<file path="config.mk">
export PLATFORM = sky130hd
export DESIGN_NAME = apb_reg_block
export DESIGN_NICKNAME = d
export VERILOG_FILES = /design/src/rtl/apb_reg_block_pkg.sv /design/src/rtl/apb_reg_block_sync_fifo.sv /design/src/rtl/apb_reg_block.sv
export SDC_FILE = /design/constraint.sdc
export NUM_CORES = 1
export LEC_CHECK = 0
export BUFFER_PORTS_ARGS = -buffer_cell sky130_fd_sc_hd__buf_4
export CAP_MARGIN = 0
export CORE_MARGIN = 2
export CORE_UTILIZATION = 45
export CTS_CLUSTER_DIAMETER = 100
export CTS_CLUSTER_SIZE = 10
export DETAILED_ROUTE_END_ITERATION = 10
export PLACE_DENSITY = 0.72
export SYNTH_ARGS = -nofsm -noshare
export SYNTH_HDL_FRONTEND = slang
export SYNTH_SLANG_ARGS = --single-unit
export TNS_END_PERCENT = 30
</file>
<file path="constraint.sdc">
create_clock -name pclk -period 2.65 [get_ports pclk]
set_input_delay 0.1325 -clock pclk [delete_from_list [all_inputs] [get_ports pclk]]
set_output_delay 0.1325 -clock pclk [all_outputs]
set_load 0.05 [all_outputs]
</file>
<file path="src/rtl/apb_reg_block_pkg.sv">
// Shared constants for the APB register block: offsets, status bits,
// RX read-strobe encodings and default FIFO sizing.
package apb_reg_block_pkg;

  localparam int FIFO_DEPTH_DEF = 4;

  localparam logic [4:0] OFF_TX     = 5'd0;
  localparam logic [4:0] OFF_CR     = 5'd4;
  localparam logic [4:0] OFF_ADDR   = 5'd8;
  localparam logic [4:0] OFF_DIV    = 5'd12;
  localparam logic [4:0] OFF_RX     = 5'd16;
  localparam logic [4:0] OFF_STATUS = 5'd20;

  localparam int ST_TX_EMPTY = 0;
  localparam int ST_TX_FULL  = 1;
  localparam int ST_RX_EMPTY = 2;
  localparam int ST_RX_FULL  = 3;
  localparam int ST_TX_OVF   = 4;
  localparam int ST_RX_OVF   = 5;
  localparam int ST_RX_UNF   = 6;
  localparam int ST_DONE     = 7;
  localparam int ST_NACK     = 8;

  typedef enum logic [1:0] {
    RX_IDLE = 2'b00,
    RX_HOLD = 2'b10,
    RX_POP  = 2'b11
  } rx_op_e;

  function automatic logic is_reg_offset(
    input logic [4:0] a
  );
    return (a == OFF_TX) || (a == OFF_CR) ||
           (a == OFF_ADDR) || (a == OFF_DIV) ||
           (a == OFF_RX) || (a == OFF_STATUS);
  endfunction

endpackage

</file>
<file path="src/rtl/apb_reg_block_sync_fifo.sv">
// Single-clock FIFO; push and pop in one cycle both take effect,
// even when full. Pop on empty is ignored.
module sync_fifo #(
  parameter int DEPTH = 4,
  parameter int WIDTH = 8
) (
  input  logic                     pclk,
  input  logic                     n_rst,
  input  logic                     push,
  input  logic                     pop,
  input  logic [WIDTH-1:0]         din,
  output logic [WIDTH-1:0]         head,
  output logic                     full,
  output logic                     empty,
  output logic [$clog2(DEPTH):0]   count
);

  localparam int AW = $clog2(DEPTH);
  localparam logic [AW:0] FULL_CNT = (AW+1)'(DEPTH);

  logic [WIDTH-1:0] mem [DEPTH];
  logic [AW-1:0]    wr_ptr;
  logic [AW-1:0]    rd_ptr;
  logic             do_push;
  logic             do_pop;

  assign empty   = (count == '0);
  assign full    = (count == FULL_CNT);
  assign do_pop  = pop & ~empty;
  assign do_push = push & (~full | do_pop);
  assign head    = empty ? '0 : mem[rd_ptr];

  always_ff @(posedge pclk or negedge n_rst) begin
    if (!n_rst) begin
      wr_ptr <= '0;
      rd_ptr <= '0;
      count  <= '0;
    end else begin
      if (do_push) wr_ptr <= wr_ptr + AW'(1);
      if (do_pop)  rd_ptr <= rd_ptr + AW'(1);
      unique case ({do_push, do_pop})
        2'b10:   count <= count + (AW+1)'(1);
        2'b01:   count <= count - (AW+1)'(1);
        default: count <= count;
      endcase
    end
  end

  always_ff @(posedge pclk) begin
    if (do_push) mem[wr_ptr] <= din;
  end

endmodule

</file>
<file path="src/rtl/apb_reg_block.sv">
// APB-side register block: control/addr/divider registers, TX/RX FIFOs,
// sticky status flags and the registered read-data path.
module apb_reg_block
  import apb_reg_block_pkg::*;
#(
  parameter int FIFO_DEPTH = FIFO_DEPTH_DEF,
  parameter int DATA_W     = 8
) (
  input  logic              pclk,
  input  logic              n_rst,
  input  logic [31:0]       pwdata,
  input  logic              tx_w_ena,
  input  logic              cr_w_ena,
  input  logic              cr_r_ena,
  input  logic              addr_ena,
  input  logic              clk_div_ena,
  input  logic              status_clear,
  input  logic [1:0]        rx_r_ena,
  output logic [31:0]       prdata,
  output logic [7:0]        control,
  output logic [7:0]        addr_reg,
  output logic [15:0]       clk_div,
  output logic [DATA_W-1:0] tx_data,
  output logic              tx_empty,
  input  logic              tx_pop,
  input  logic [DATA_W-1:0] rx_data_in,
  input  logic              rx_push,
  output logic              rx_full,
  input  logic              xfer_done,
  input  logic              nack
);

  localparam int CW = $clog2(FIFO_DEPTH) + 1;

  logic              tx_full;
  logic              rx_empty;
  logic [DATA_W-1:0] rx_head;
  logic [CW-1:0]     tx_count;
  logic [CW-1:0]     rx_count;
  logic              rx_rd;
  logic              rx_pop_eff;
  logic [4:0]        sticky;
  logic [4:0]        sticky_set;
  logic [31:0]       status;
  logic              unused;

  // status_clear owns prdata, so it also blocks a same-cycle RX pop
  assign rx_rd      = (rx_r_ena == RX_POP) & ~status_clear;
  assign rx_pop_eff = rx_rd & ~rx_empty;

  sync_fifo #(.DEPTH(FIFO_DEPTH), .WIDTH(DATA_W)) u_tx (
    .pclk  (pclk),
    .n_rst (n_rst),
    .push  (tx_w_ena),
    .pop   (tx_pop),
    .din   (pwdata[DATA_W-1:0]),
    .head  (tx_data),
    .full  (tx_full),
    .empty (tx_empty),
    .count (tx_count)
  );

  sync_fifo #(.DEPTH(FIFO_DEPTH), .WIDTH(DATA_W)) u_rx (
    .pclk  (pclk),
    .n_rst (n_rst),
    .push  (rx_push),
    .pop   (rx_rd),
    .din   (rx_data_in),
    .head  (rx_head),
    .full  (rx_full),
    .empty (rx_empty),
    .count (rx_count)
  );

  assign sticky_set = {
    nack,
    xfer_done,
    rx_rd & rx_empty,
    rx_push & rx_full & ~rx_pop_eff,
    tx_w_ena & tx_full & ~tx_pop
  };

  always_comb begin
    status              = '0;
    status[ST_TX_EMPTY] = tx_empty;
    status[ST_TX_FULL]  = tx_full;
    status[ST_RX_EMPTY] = rx_empty;
    status[ST_RX_FULL]  = rx_full;
    status[ST_TX_OVF]   = sticky[0];
    status[ST_RX_OVF]   = sticky[1];
    status[ST_RX_UNF]   = sticky[2];
    status[ST_DONE]     = sticky[3];
    status[ST_NACK]     = sticky[4];
  end

  always_ff @(posedge pclk or negedge n_rst) begin
    if (!n_rst) begin
      prdata   <= '0;
      control  <= '0;
      addr_reg <= '0;
      clk_div  <= '0;
      sticky   <= '0;
    end else begin
      if (cr_w_ena)    control  <= pwdata[7:0];
      if (addr_ena)    addr_reg <= pwdata[7:0];
      if (clk_div_ena) clk_div  <= pwdata[15:0];
      // a set event in the clearing cycle survives the clear
      sticky <= (sticky & {5{~status_clear}}) | sticky_set;
      if (status_clear)  prdata <= status;
      else if (rx_rd)    prdata <= 32'(rx_head);
      else if (cr_r_ena) prdata <= {24'b0, control};
    end
  end

  assign unused = ^{pwdata[31:16], tx_count, rx_count};

endmodule

</file>
# After elaboration in Yosys (flattened, before gate mapping)
# Memory sizes are Yosys's and may differ from the RTL's.
# Index checks and enable logic that the tools add are counted.
# word_totals
memories	2
register_bits	83
ramBits	64
output_inout_bits	74
wordCells	65
# op_classes
mux	11
reduce_logical	5
add_sub_neg	8
n_bitwise	21
eq_ne	7
# memory_table
name	depth	width	read_ports	rd_clocked_by_memory_dff	write_ports	line_no	text
u_rx.mem	4	8	1	0	1	apb_reg_block_sync_fifo.sv:21	logic [WIDTH-1:0] mem [DEPTH];
u_tx.mem	4	8	1	0	1	apb_reg_block_sync_fifo.sv:21	
# ops
operator	count
$mux 32	3
$mux 8	2
$pmux 3 s2	2
$and 1x1->1	10
$add 2x1->2 const B	4
$not 1->1	7
$add 3x1->3 const B	2
$eq 2x2->1 const B	3
$eq 3x3->1 const B	2
$logic_not 3->1	2
$sub 3x1->3 const B	2
$and 5x5->5	1
$or 5x5->5	1
$eq 2x1->1 const B	2
$mux 1	4
$reduce_bool 2->1	2
$reduce_bool 3->1	1
$or 1x1->1	2

# Longest topological paths before layout
# Gate-level depths: netlist of run 1.
# logic_depth
depth_word	7
ltp_mapped	10
depth_no_buf	9

# Modules after synthesis
# Synthesis of run 1 repeated with hierarchy kept, for this count alone.
# unflattened
cells_unflattened	367
hier_area_um2	5580.4
# modules_own_cells
module	cells_each	area_each_um2	instances
apb_reg_block	158	2115.8	1
sync_fifo at u_tx	104	1732.9	1
sync_fifo at u_rx	105	1731.7	1

# Worst setup path after synthesis of run 1
# OpenSTA, ideal clock, no wires.
# synth_timing
path_type	register -> register
from	register u_rx.count[0]
to	register u_rx.count[2]
n_path_buf	0
synth_period_minus_slack_ns	2.112
arrival_ns	2.032
setup_slack_ns	0.538
t_required_ns	2.571
path_stages_with_launch	10
cell_sequence	dfrtp_1 > or3b_4 > o21a_4 > inv_1 > ha_1 > inv_1 > fa_1 > xor2_1 > nor2_1 > xor2_1
# synth_via
elab_chain_cells	7
# synth_rtl
element	line_no	text
start, declared	apb_reg_block_sync_fifo.sv:15	output logic [$clog2(DEPTH):0] count
start signal, assigned	apb_reg_block_sync_fifo.sv:42	2'b10: count <= count + (AW+1)'(1);
start signal, assigned	apb_reg_block_sync_fifo.sv:43	2'b01: count <= count - (AW+1)'(1);
start signal, assigned	apb_reg_block_sync_fifo.sv:44	default: count <= count;
$logic_not 3->1	apb_reg_block_sync_fifo.sv:27	assign empty = (count == '0);
$not 1->1	apb_reg_block_sync_fifo.sv:29	assign do_pop = pop & ~empty;
$and 1x1->1	apb_reg_block_sync_fifo.sv:29	
$or 1x1->1	apb_reg_block_sync_fifo.sv:30	assign do_push = push & (~full | do_pop);
$and 1x1->1	apb_reg_block_sync_fifo.sv:30	
$eq 2x1->1 or $eq 2x2->1 (tied branches)	apb_reg_block_sync_fifo.sv:41	unique case ({do_push, do_pop})
$pmux 3 s2 or $reduce_bool 2->1 (tied branches)	-	
# Parallel ways exist; a longest one is shown, timed or not.
# A chain may end at the register's enable or synchronous reset.

# Final worst setup path of run 1
# layout_timing
from	register u_tx.count[0]
to	register u_tx.count[2]
# layout_via
elab_chain_cells	7
# layout_rtl
element	line_no
start, declared	apb_reg_block_sync_fifo.sv:15
start signal, assigned	apb_reg_block_sync_fifo.sv:42
start signal, assigned	apb_reg_block_sync_fifo.sv:43
start signal, assigned	apb_reg_block_sync_fifo.sv:44
$logic_not 3->1	apb_reg_block_sync_fifo.sv:27
$not 1->1	apb_reg_block_sync_fifo.sv:29
$and 1x1->1	apb_reg_block_sync_fifo.sv:29
$or 1x1->1	apb_reg_block_sync_fifo.sv:30
$and 1x1->1	apb_reg_block_sync_fifo.sv:30
$eq 2x1->1 or $eq 2x2->1 (tied branches)	apb_reg_block_sync_fifo.sv:41
$pmux 3 s2 or $reduce_bool 2->1 (tied branches)	-
# Parallel ways exist; a longest one is shown, timed or not.

==> results of run 1 <==
[power by group]
part           internal (uW)  switching, uW  leakage, uW
registers               2450            333      0.00130
logic                    908           1360      0.00127
clock network           1420            900     0.000294
[kinds of logic (layout without fill, tap and decap cells)]
| family | Yosys count | in the layout | share of synthesized area (%) |
|---|---|---|---|
| simple gates | 55 | 55 | 5.64 |
| flops | 124 | 124 | 65.1 |
| mux | 49 | 49 | 14.0 |
| compound gates | 30 | 30 | 4.21 |
| xor+xnor | 12 | 12 | 2.00 |
| other cells | 1 | 23 | 0.0714 |
| buf+inv | 56 | 168 | 5.83 |
| fa+ha+maj | 12 | 12 | 3.14 |
[stage by stage]
step	instance area [um^2]	hold WS [ps]	utilization [%]	cells
after floorplan	5340	-163	-	361
after global placement	5950	252	52.1	555
after detailed placement	5950	257	52.1	555
after CTS	6840	20.8	59.9	616
after global routing	6840	47.0	59.9	616
final	6840	32.9	59.9	616
[final cells by class]
cell class	count	share of cell area, %
clock buffers	17	6.22
clock inverters	15	2.54
inverters	17	0.933
multi-input cells	181	23.5
flip-flops and latches	124	50.1
well taps	143	2.62
repair buffers	119	14.1
[path summary, 6_finish.rpt]
check / start / endpoint / slack (ps)
worst min-delay path: status_clear / sticky[2] / 30
max in group asynchronous: n_rst / prdata[0] / 1810
min in group asynchronous: n_rst / clk_div[12] / 350
worst min register to register: sticky[3] / sticky[3] / 490
worst max-delay path: u_tx.count[0] / u_tx.count[2] / 320
worst max register to register: u_tx.count[0] / u_tx.count[2] / 320
[cells in the final DEF (no fill, tap or decap), types with 9 or more instances in the layout]
cell type,count
mux2_2,30
conb_1,23
nand3_1,9
dlygate4sd3_1,29
inv_1,17
edfxtp_1,64
buf_4,90
nor2b_1,10
mux4_2,16
dfrtp_1,60
nor2_1,12
clkbuf_16,17
ha_1,10
[routing by layer]
metal | vias up | GRT usage (%) | wire [um]
met5 | - | 0 | 0
met4 | 0 | 6.18 | 153
met3 | 15 | 5.02 | 615
met2 | 100 | 29.8 | 5490
met1 | 1555 | 22.5 | 4450
li1 | 1420 | - | -
==> reports/metrics.yaml, run 1 <==
die:
  core_area_mm2: 0.0114
  start_util_pct: 46.0
  die-area_mm2: 0.0126
  die_h_um: 112
  dieWidth_um: 112
  num_rows: 39
  num_io_pins: 128
synthesis:
  ys_types: 40
  ys_seq_elements: 124
  synth.top_cells.by_count: "64 x edfxtp_1, 60 x dfrtp_1, 30 x mux2_2"
  yosysTopAreaCell: "edfxtp_1"
  syn_avg_cell_area_um2: 15.5
  yosysTopAreaCellShare_pct: 36.6
  synth_enable_flop_cells: 64
  syn_area_mm2: 0.00526
  yosysSeqAreaShare_pct: 65.1
  yosysMostFrequentCell: "edfxtp_1"
  synth.area.top_cells: "edfxtp_1 37%, dfrtp_1 29%, mux4_2 6.9%"
  syn_inst: 339
  synth-async-reset-ratio_pct: 48.4
  yosysWarnings: 0
  synth_ff_type: "edfxtp_1"
global_route:
  grtUsageTotal_pct: 17.8
  grt_pass1_vias: 3186
  grt.overflow.total: 0
  antenna_found_initial: 0
  grt_pass1_wl_mm: 16.8
  grt_max_degree: 61
placed_design:
  globalplace.congestion: 0.751
  hpwl_mm: 7.22
  port_buffers: 88
  dp_slack_ps: 397
clock_network:
  numCtsBuffers: 17
  cts_tree: "done"
  postCtsSetupBuffers: 0
  cts-htree-levels: 4
  clock_sinks: 124
  cts_buffer_depth: 2
  cts_resized: 0
  hold_buffers: 29
  clk_pin_slew_ps: 60
  clock-root-buffer: "clkbuf_16"
  clkLatencyLatePin_ps: 410
setup_path:
  reg2regPathDepth: 9
  crit_fanout: 7
  slowest_stage: "nor4b_1"
  cp_num_cells: 9
  worstSetupEndpointType: "flop"
  crit_chain: "nor4b_1 > nor2b_1 > inv_1 > ha_1 > inv_1 > fa_1 > xor2_1 > nor2_1 > xor2_1"
  critPathKind: "flop to flop"
  crit_buf_inv: 2
  cp_slowest_stage_delay_ps: 450
  crit_required_ps: 2990
  crit_arrival_ps: 2660
  start_kind: "flop"
  cpLargestDelayFamily: "simple AND/OR/NAND/NOR gates"
sta:
  rsz0062_at_grt: "false"
  hold_viol: 0
  slew_viol_final: 0
  slew_headroom_pct: 49.4
  fin_ws_ps: 322
  final.period_utilization_pct: 87.8
  setup_viol: 0
  tightest_slew_ps: 759
  fmax_mhz: 430
  tns_ps: 0
  fin_worst_skew_ps: 5.75
  fin_crit_ps: 2330
finish:
  synthToLayoutAreaGrowth_pct: 30.1
  multiInputGateArea_mm2: 0.00161
  antenna_cells: 0
  seqCellArea_mm2: 0.00342
  fillers: 860
  top_regs: "u_rx.mem (32), u_tx.mem (32), clk_div (16)"
  layout-drive-gt1-share_pct: 37.2
  fin_nets: 526
worst_hold_path:
  holdPathStages: 2
  hold_class: "input port to flop"
drt:
  dr_total_vias: 3090
  drt_iter0_markers: 170
  ant_nets: 0
  wire_per_inst_um: 17.4
  viasPerCell: 5.02
  drt_wl_total_mm: 10.7
  firstDrtPassIters: 4
  drc: 0
pwr:
  total_power_uw: 7370
  peakVddDrop_mv: 0.776
  pwr_density_cell_mw_per_mm2: 1080
  p_leak_uw: 0.00287
status:
  status: "finished, final reports clean"
run:
  drv_cap: 0
No activity file was read; power rests on OpenSTA's default activity.
==> run 2: changes to the inputs <==
- CORE_ASPECT_RATIO: not set -> 0.9
- clock period: 2.65 -> 2.2 ns (I/O delays scaled with it)
==> run 2 against run 1 <==
Final cell count up 3.7%. Power up 23%. Clock skew is 0.98 ps lower. Non-clock buffer count grew 10. Global-route usage increased by 0.97 points. Utilization up 1.1 points. Highest routed layer unchanged.
==> reports/metrics.yaml, run 2 (synthesized netlist as in run 1, its figures left out) <==
clock_network:
  clkLatencyLatePin_ps: 420
  clk_pin_slew_ps: 60
  cts-htree-levels: 4
  cts_tree: "done"
  clock_sinks: 124
  clock-root-buffer: "clkbuf_16"
  numCtsBuffers: 17
  cts_buffer_depth: 2
global_route:
  grtUsageTotal_pct: 18.8
  antenna_found_initial: 0
  top_usage_layer: "met2"
  grt_max_degree: 61
  grt_use_met2_pct: 30.8
  grt_pass1_wl_mm: 17.3
  grt_use_met1_pct: 22.5
  grt_pass1_vias: 3304
  grt.overflow.total: 0
  grt_use_met3_pct: 6.76
worst_hold_path:
  hold_class: "input port to flop"
  min_from: "rx_r_ena[1]"
  hold_path_end: "sticky[2]"
  holdPathStages: 3
sta:
  setup_viol: 0
  fin_worst_skew_ps: 4.77
  fmax_mhz: 457
  final.period_utilization_pct: 99.4
  tightest_slew_ps: 772
  slew_headroom_pct: 48.6
  slew_viol_final: 0
  rsz0062_at_grt: "true"
  fin_crit_ps: 2190
  hold_viol: 0
pwr:
  pwr_density_cell_mw_per_mm2: 1300
  p_leak_uw: 0.00289
  peakVddDrop_mv: 0.737
  total_power_uw: 9040
placed_design:
  port_buffers: 88
  place_area_mm2: 0.00601
  globalplace.congestion: 0.775
  hpwl_mm: 7.35
die:
  num_rows: 37
  start_util_pct: 46.1
  num_io_pins: 128
  die-area_mm2: 0.0126
  core_area_mm2: 0.0114
  dieWidth_um: 118
  die_h_um: 107
finish:
  layout_commonest_cell: "buf_4"
  layout-drive-gt1-share_pct: 37.9
  final_cell_mix: "97 x buf_4, 64 x edfxtp_1, 59 x dfrtp_1"
  fin_nets: 536
  multiInputGateArea_mm2: 0.00162
  final_cell_area_mm2: 0.00695
  fillers: 879
  top_regs: "u_rx.mem (32), u_tx.mem (32), clk_div (16)"
  antenna_cells: 0
  synthToLayoutAreaGrowth_pct: 32.2
  seqCellArea_mm2: 0.00342
drt:
  firstDrtPassIters: 4
  dr_total_vias: 3147
  viasPerCell: 4.92
  ant_nets: 0
  drc: 0
  drt_iter0_markers: 261
  drt_wl_total_mm: 11.2
  wire_per_inst_um: 17.5
run:
  drv_cap: 0
setup_path:
  crit_arrival_ps: 2530
  rr_startpoint: "u_rx.count[1]"
  crit_fanout: 4
  crit_required_ps: 2540
  reg2reg_setup_slack_ps: 10
  start_kind: "flop"
  reg2regPathDepth: 9
  critPathKind: "flop to flop"
  crit-reg2reg-capture: "u_rx.count[2]"
  worstSetupEndpointType: "flop"
status:
  status: "finished, final reports clean"
[run 2: cell types whose count changed in the layout (fill, tap and decap cells not counted), moves of 2 or more]
| cell | before | now |
|---|---|---|
| clkinv_1 | 0 | 2 |
| buf_4 | 90 | 97 |
| inv_6 | 7 | 2 |
| inv_8 | 2 | 0 |
| dlygate4sd3_1 | 29 | 32 |
| clkinvlp_4 | 1 | 5 |
[run 2: through the flow]
stage | util, % | cells | hold WS (ps) | setup slack [ps] | TNS [ps]
global placement | 52.8 | 574 | 237 | 70.6 | 0
CTS | 60.9 | 638 | 10.4 | 5.34 | 0
floorplan | - | 361 | -186 | 88.5 | 0
finish | 61.0 | 639 | 26.9 | 12.3 | 0
detailed placement | 52.8 | 574 | 240 | 27.3 | 0
global route | 61.0 | 639 | 26.1 | -66.5 | -66.5
[run 2: worst max path at each step]
| stage | from | endpoint | slack [ps] | depth (start not counted) |
|---|---|---|---|---|
| after floorplan | u_rx.count[0] | u_rx.count[2] | 90 | 9 |
| after global placement | u_rx.count[1] | u_rx.count[2] | 70 | 9 |
| after detailed placement | u_rx.count[1] | u_rx.count[2] | 30 | 9 |
| after CTS | u_rx.count[1] | u_rx.count[2] | 5 | 9 |
| after global routing | u_rx.count[1] | u_rx.count[2] | -70 | 9 |
| final | u_rx.count[1] | u_rx.count[2] | 10 | 9 |
[run 2: final cells by class]
type	count	share of cell area, %
Clock buffer	18	6.18
Clock inverter	14	2.45
Timing Repair Buffer	129	15.1
Inverter	17	0.918
Tap cell	156	2.81
Multi-Input combinational cell	181	23.3
Sequential cell	124	49.3
[run 2: power by group]
| part | leakage (uW) | internal (uW) | total, uW | switching (uW) |
|---|---|---|---|---|
| Clock | 0.000274 | 1780 | 2820 | 1040 |
| Combinational | 0.00132 | 1170 | 2910 | 1730 |
| Sequential | 0.00130 | 2960 | 3310 | 353 |
| Total | 0.00289 | 5910 | 9040 | 3130 |
[run 2: critical path: stages, from the launching register on]
cell and delay [ps]:
dfrtp_1 410, or3b_4 430, o21a_4 220, inv_1 50
ha_2 180, inv_1 50, fa_1 370, xor2_1 150
nor2_1 110, xor2_1 150
[run 2: layer usage]
layer  share of wire [%]  wire (um)
met1                  41       4590
met2                  51       5660
met3                 6.6        733
met4                 1.8        201
met5                   0          0
[run 2: timing repair]
item	CTS	global route
endpoints found under the setup margin	0	10
gates resized for setup	0	3
buffers inserted	0	1
endpoints found under the hold margin	160	0
hold buffers	32	0
==> run 3: changes to the inputs <==
- clock period: 2.2 -> 2.75 ns (I/O delays scaled with it)
==> run 3 against run 2 <==
Non-clock buffer count shrank 10. Routed wire length down 5.0%. Clock-buffer cell count is 1 higher. Critical endpoint is now u_tx.count[2]. Highest routed layer unchanged.
==> reports/metrics.yaml, run 3 (synthesized netlist as in run 1, its figures left out) <==
finish:
  fin_nets: 526
  post-route-util_pct: 60.0
  antenna_cells: 0
  fillers: 889
  layout-drive-gt1-share_pct: 36.6
  top_regs: "u_rx.mem (32), u_tx.mem (32), clk_div (16)"
  synthToLayoutAreaGrowth_pct: 30.0
  final_cell_mix: "89 x buf_4, 64 x edfxtp_1, 60 x dfrtp_1"
  layout_commonest_cell: "buf_4"
global_route:
  grt_pass1_vias: 3246
  grt.overflow.total: 0
  grt_max_degree: 61
  antenna_found_initial: 0
  grt_use_met2_pct: 28.4
  top_usage_layer: "met2"
  grt_use_met3_pct: 6.55
  grtUsageTotal_pct: 18.1
  grt_pass1_wl_mm: 16.8
  grt_use_met1_pct: 22.7
die:
  dieWidth_um: 118
  num_rows: 37
  die_h_um: 107
  start_util_pct: 46.1
  num_io_pins: 128
  die-area_mm2: 0.0126
  core_area_mm2: 0.0114
pwr:
  switching_share_pct: 34.8
  total_power_uw: 7020
  p_comb_share_pct: 31.3
  p_sw_uw: 2440
  clkPwrFrac_pct: 30.5
  peakVddDrop_mv: 0.490
  p_seq_share_pct: 38.2
  p_leak_uw: 0.00285
  p_int_uw: 4580
  pwr_density_cell_mw_per_mm2: 1030
setup_path:
  slowest_stage: "nor4b_1"
  worstSetupEndpointType: "flop"
  crit_arrival_ps: 2610
  crit_required_ps: 3080
  crit-reg2reg-capture: "u_tx.count[2]"
  reg2reg_setup_slack_ps: 470
  crit_chain: "nor4b_1 > nor2b_1 > inv_1 > ha_1 > inv_1 > fa_1 > xor2_1 > nor2_1 > xor2_1"
  rr_startpoint: "u_tx.count[0]"
  cp_slowest_stage_delay_ps: 460
  critPathKind: "flop to flop"
  crit_fanout: 7
  reg2regPathDepth: 9
  start_kind: "flop"
status:
  status: "finished, final reports clean"
clock_network:
  clk_pin_slew_ps: 50
  clock-root-buffer: "clkbuf_16"
  clkLatencyLatePin_ps: 410
  cts_resized: 0
  cts-htree-levels: 4
  cts_tree: "done"
  numCtsBuffers: 17
  clock_sinks: 124
  cts_buffer_depth: 2
  postCtsSetupBuffers: 0
sta:
  slew_viol_final: 0
  setup_viol: 0
  tightest_slew_ps: 775
  slew_headroom_pct: 48.3
  tns_ps: 0
  hold_ws_ps: 37.7
  final.period_utilization_pct: 82.9
  hold_viol: 0
  fin_worst_skew_ps: 11.5
  fmax_mhz: 438
  fin_ws_ps: 469
  fin_crit_ps: 2280
  rsz0062_at_grt: "false"
placed_design:
  dp_slack_ps: 523
  hpwl_mm: 7.17
  globalplace.congestion: 0.780
  port_buffers: 88
drt:
  viasPerCell: 4.91
  ant_nets: 0
  drt_iter0_markers: 153
  firstDrtPassIters: 4
  wire_per_inst_um: 16.9
  drc: 0
  drt_wl_total_mm: 10.6
  dr_total_vias: 3090
worst_hold_path:
  hold_class: "input port to flop"
  hold_path_end: "sticky[2]"
  min_from: "status_clear"
  holdPathStages: 2
run:
  drv_cap: 0
-- run 3: cell count changes in the layout (fill, tap and decap cells not counted), sizes merged --
| cell | delta |
|---|---|
| clkbuf | +1 |
| dlygate4sd3 | -2 |
| bufinv | -1 |
| buf | -8 |
| clkinv | +3 |
| clkinvlp | -3 |
-- run 3: cell type report --
cell class / count / area, um^2 / area share (%)
inverters: 17 / 63.8 / 0.934
repair buffers: 119 / 968 / 14.2
clock inverters: 13 / 143 / 2.09
multi-input cells: 181 / 1610 / 23.5
well taps: 156 / 195 / 2.86
flip-flops and latches: 124 / 3420 / 50.1
clock buffers: 19 / 433 / 6.33
-- run 3: power groups by stage --
stage | sequential (uW) | combinational, uW | clock (uW)
2_1_floorplan | 2800 | 1480 | 0
3_3_place_gp | 2700 | 2140 | 0
3_5_place_dp | 2720 | 2180 | 0
4_1_cts | 2690 | 2220 | 2170
5_1_grt | 2740 | 2370 | 2250
6_report | 2680 | 2200 | 2140
-- run 3: metrics by stage --
| stage | std cells | instance area (um^2) |
|---|---|---|
| floorplan | 361 | 5340 |
| global placement | 567 | 5960 |
| finish | 629 | 6830 |
| global route | 629 | 6830 |
| detailed placement | 567 | 5960 |
| CTS | 629 | 6830 |
-- run 3: worst max path at each step --
stage | cells past startpoint | to | start
after floorplan | 9 | u_rx.count[2] | u_rx.count[0]
after global placement | 9 | u_tx.count[2] | u_tx.count[0]
after detailed placement | 9 | u_tx.count[2] | u_tx.count[0]
after CTS | 9 | u_tx.count[2] | u_tx.count[0]
after global routing | 9 | u_tx.count[2] | u_tx.count[0]
final | 9 | u_tx.count[2] | u_tx.count[0]
-- run 3: critical path, delay by kind of cell (launching register included) --
family        cells  cell delay, ps
xor+xnor          2             300
buf+inv           2             150
fa+ha+maj         2             540
flops             1             430
simple gates      3             770
-- run 3: per-layer routing --
metal	vias up	part of all wire, %
li1	1427	-
met1	1552	43
met2	93	50
met3	18	5.4
met4	0	1.9
met5	-	0
-- run 3: repair_timing --
action / 4_1_cts / 5_1_grt
setup endpoints to repair: 0 / 0
hold endpoints to repair: 138 / 0
hold buffers: 30 / 0
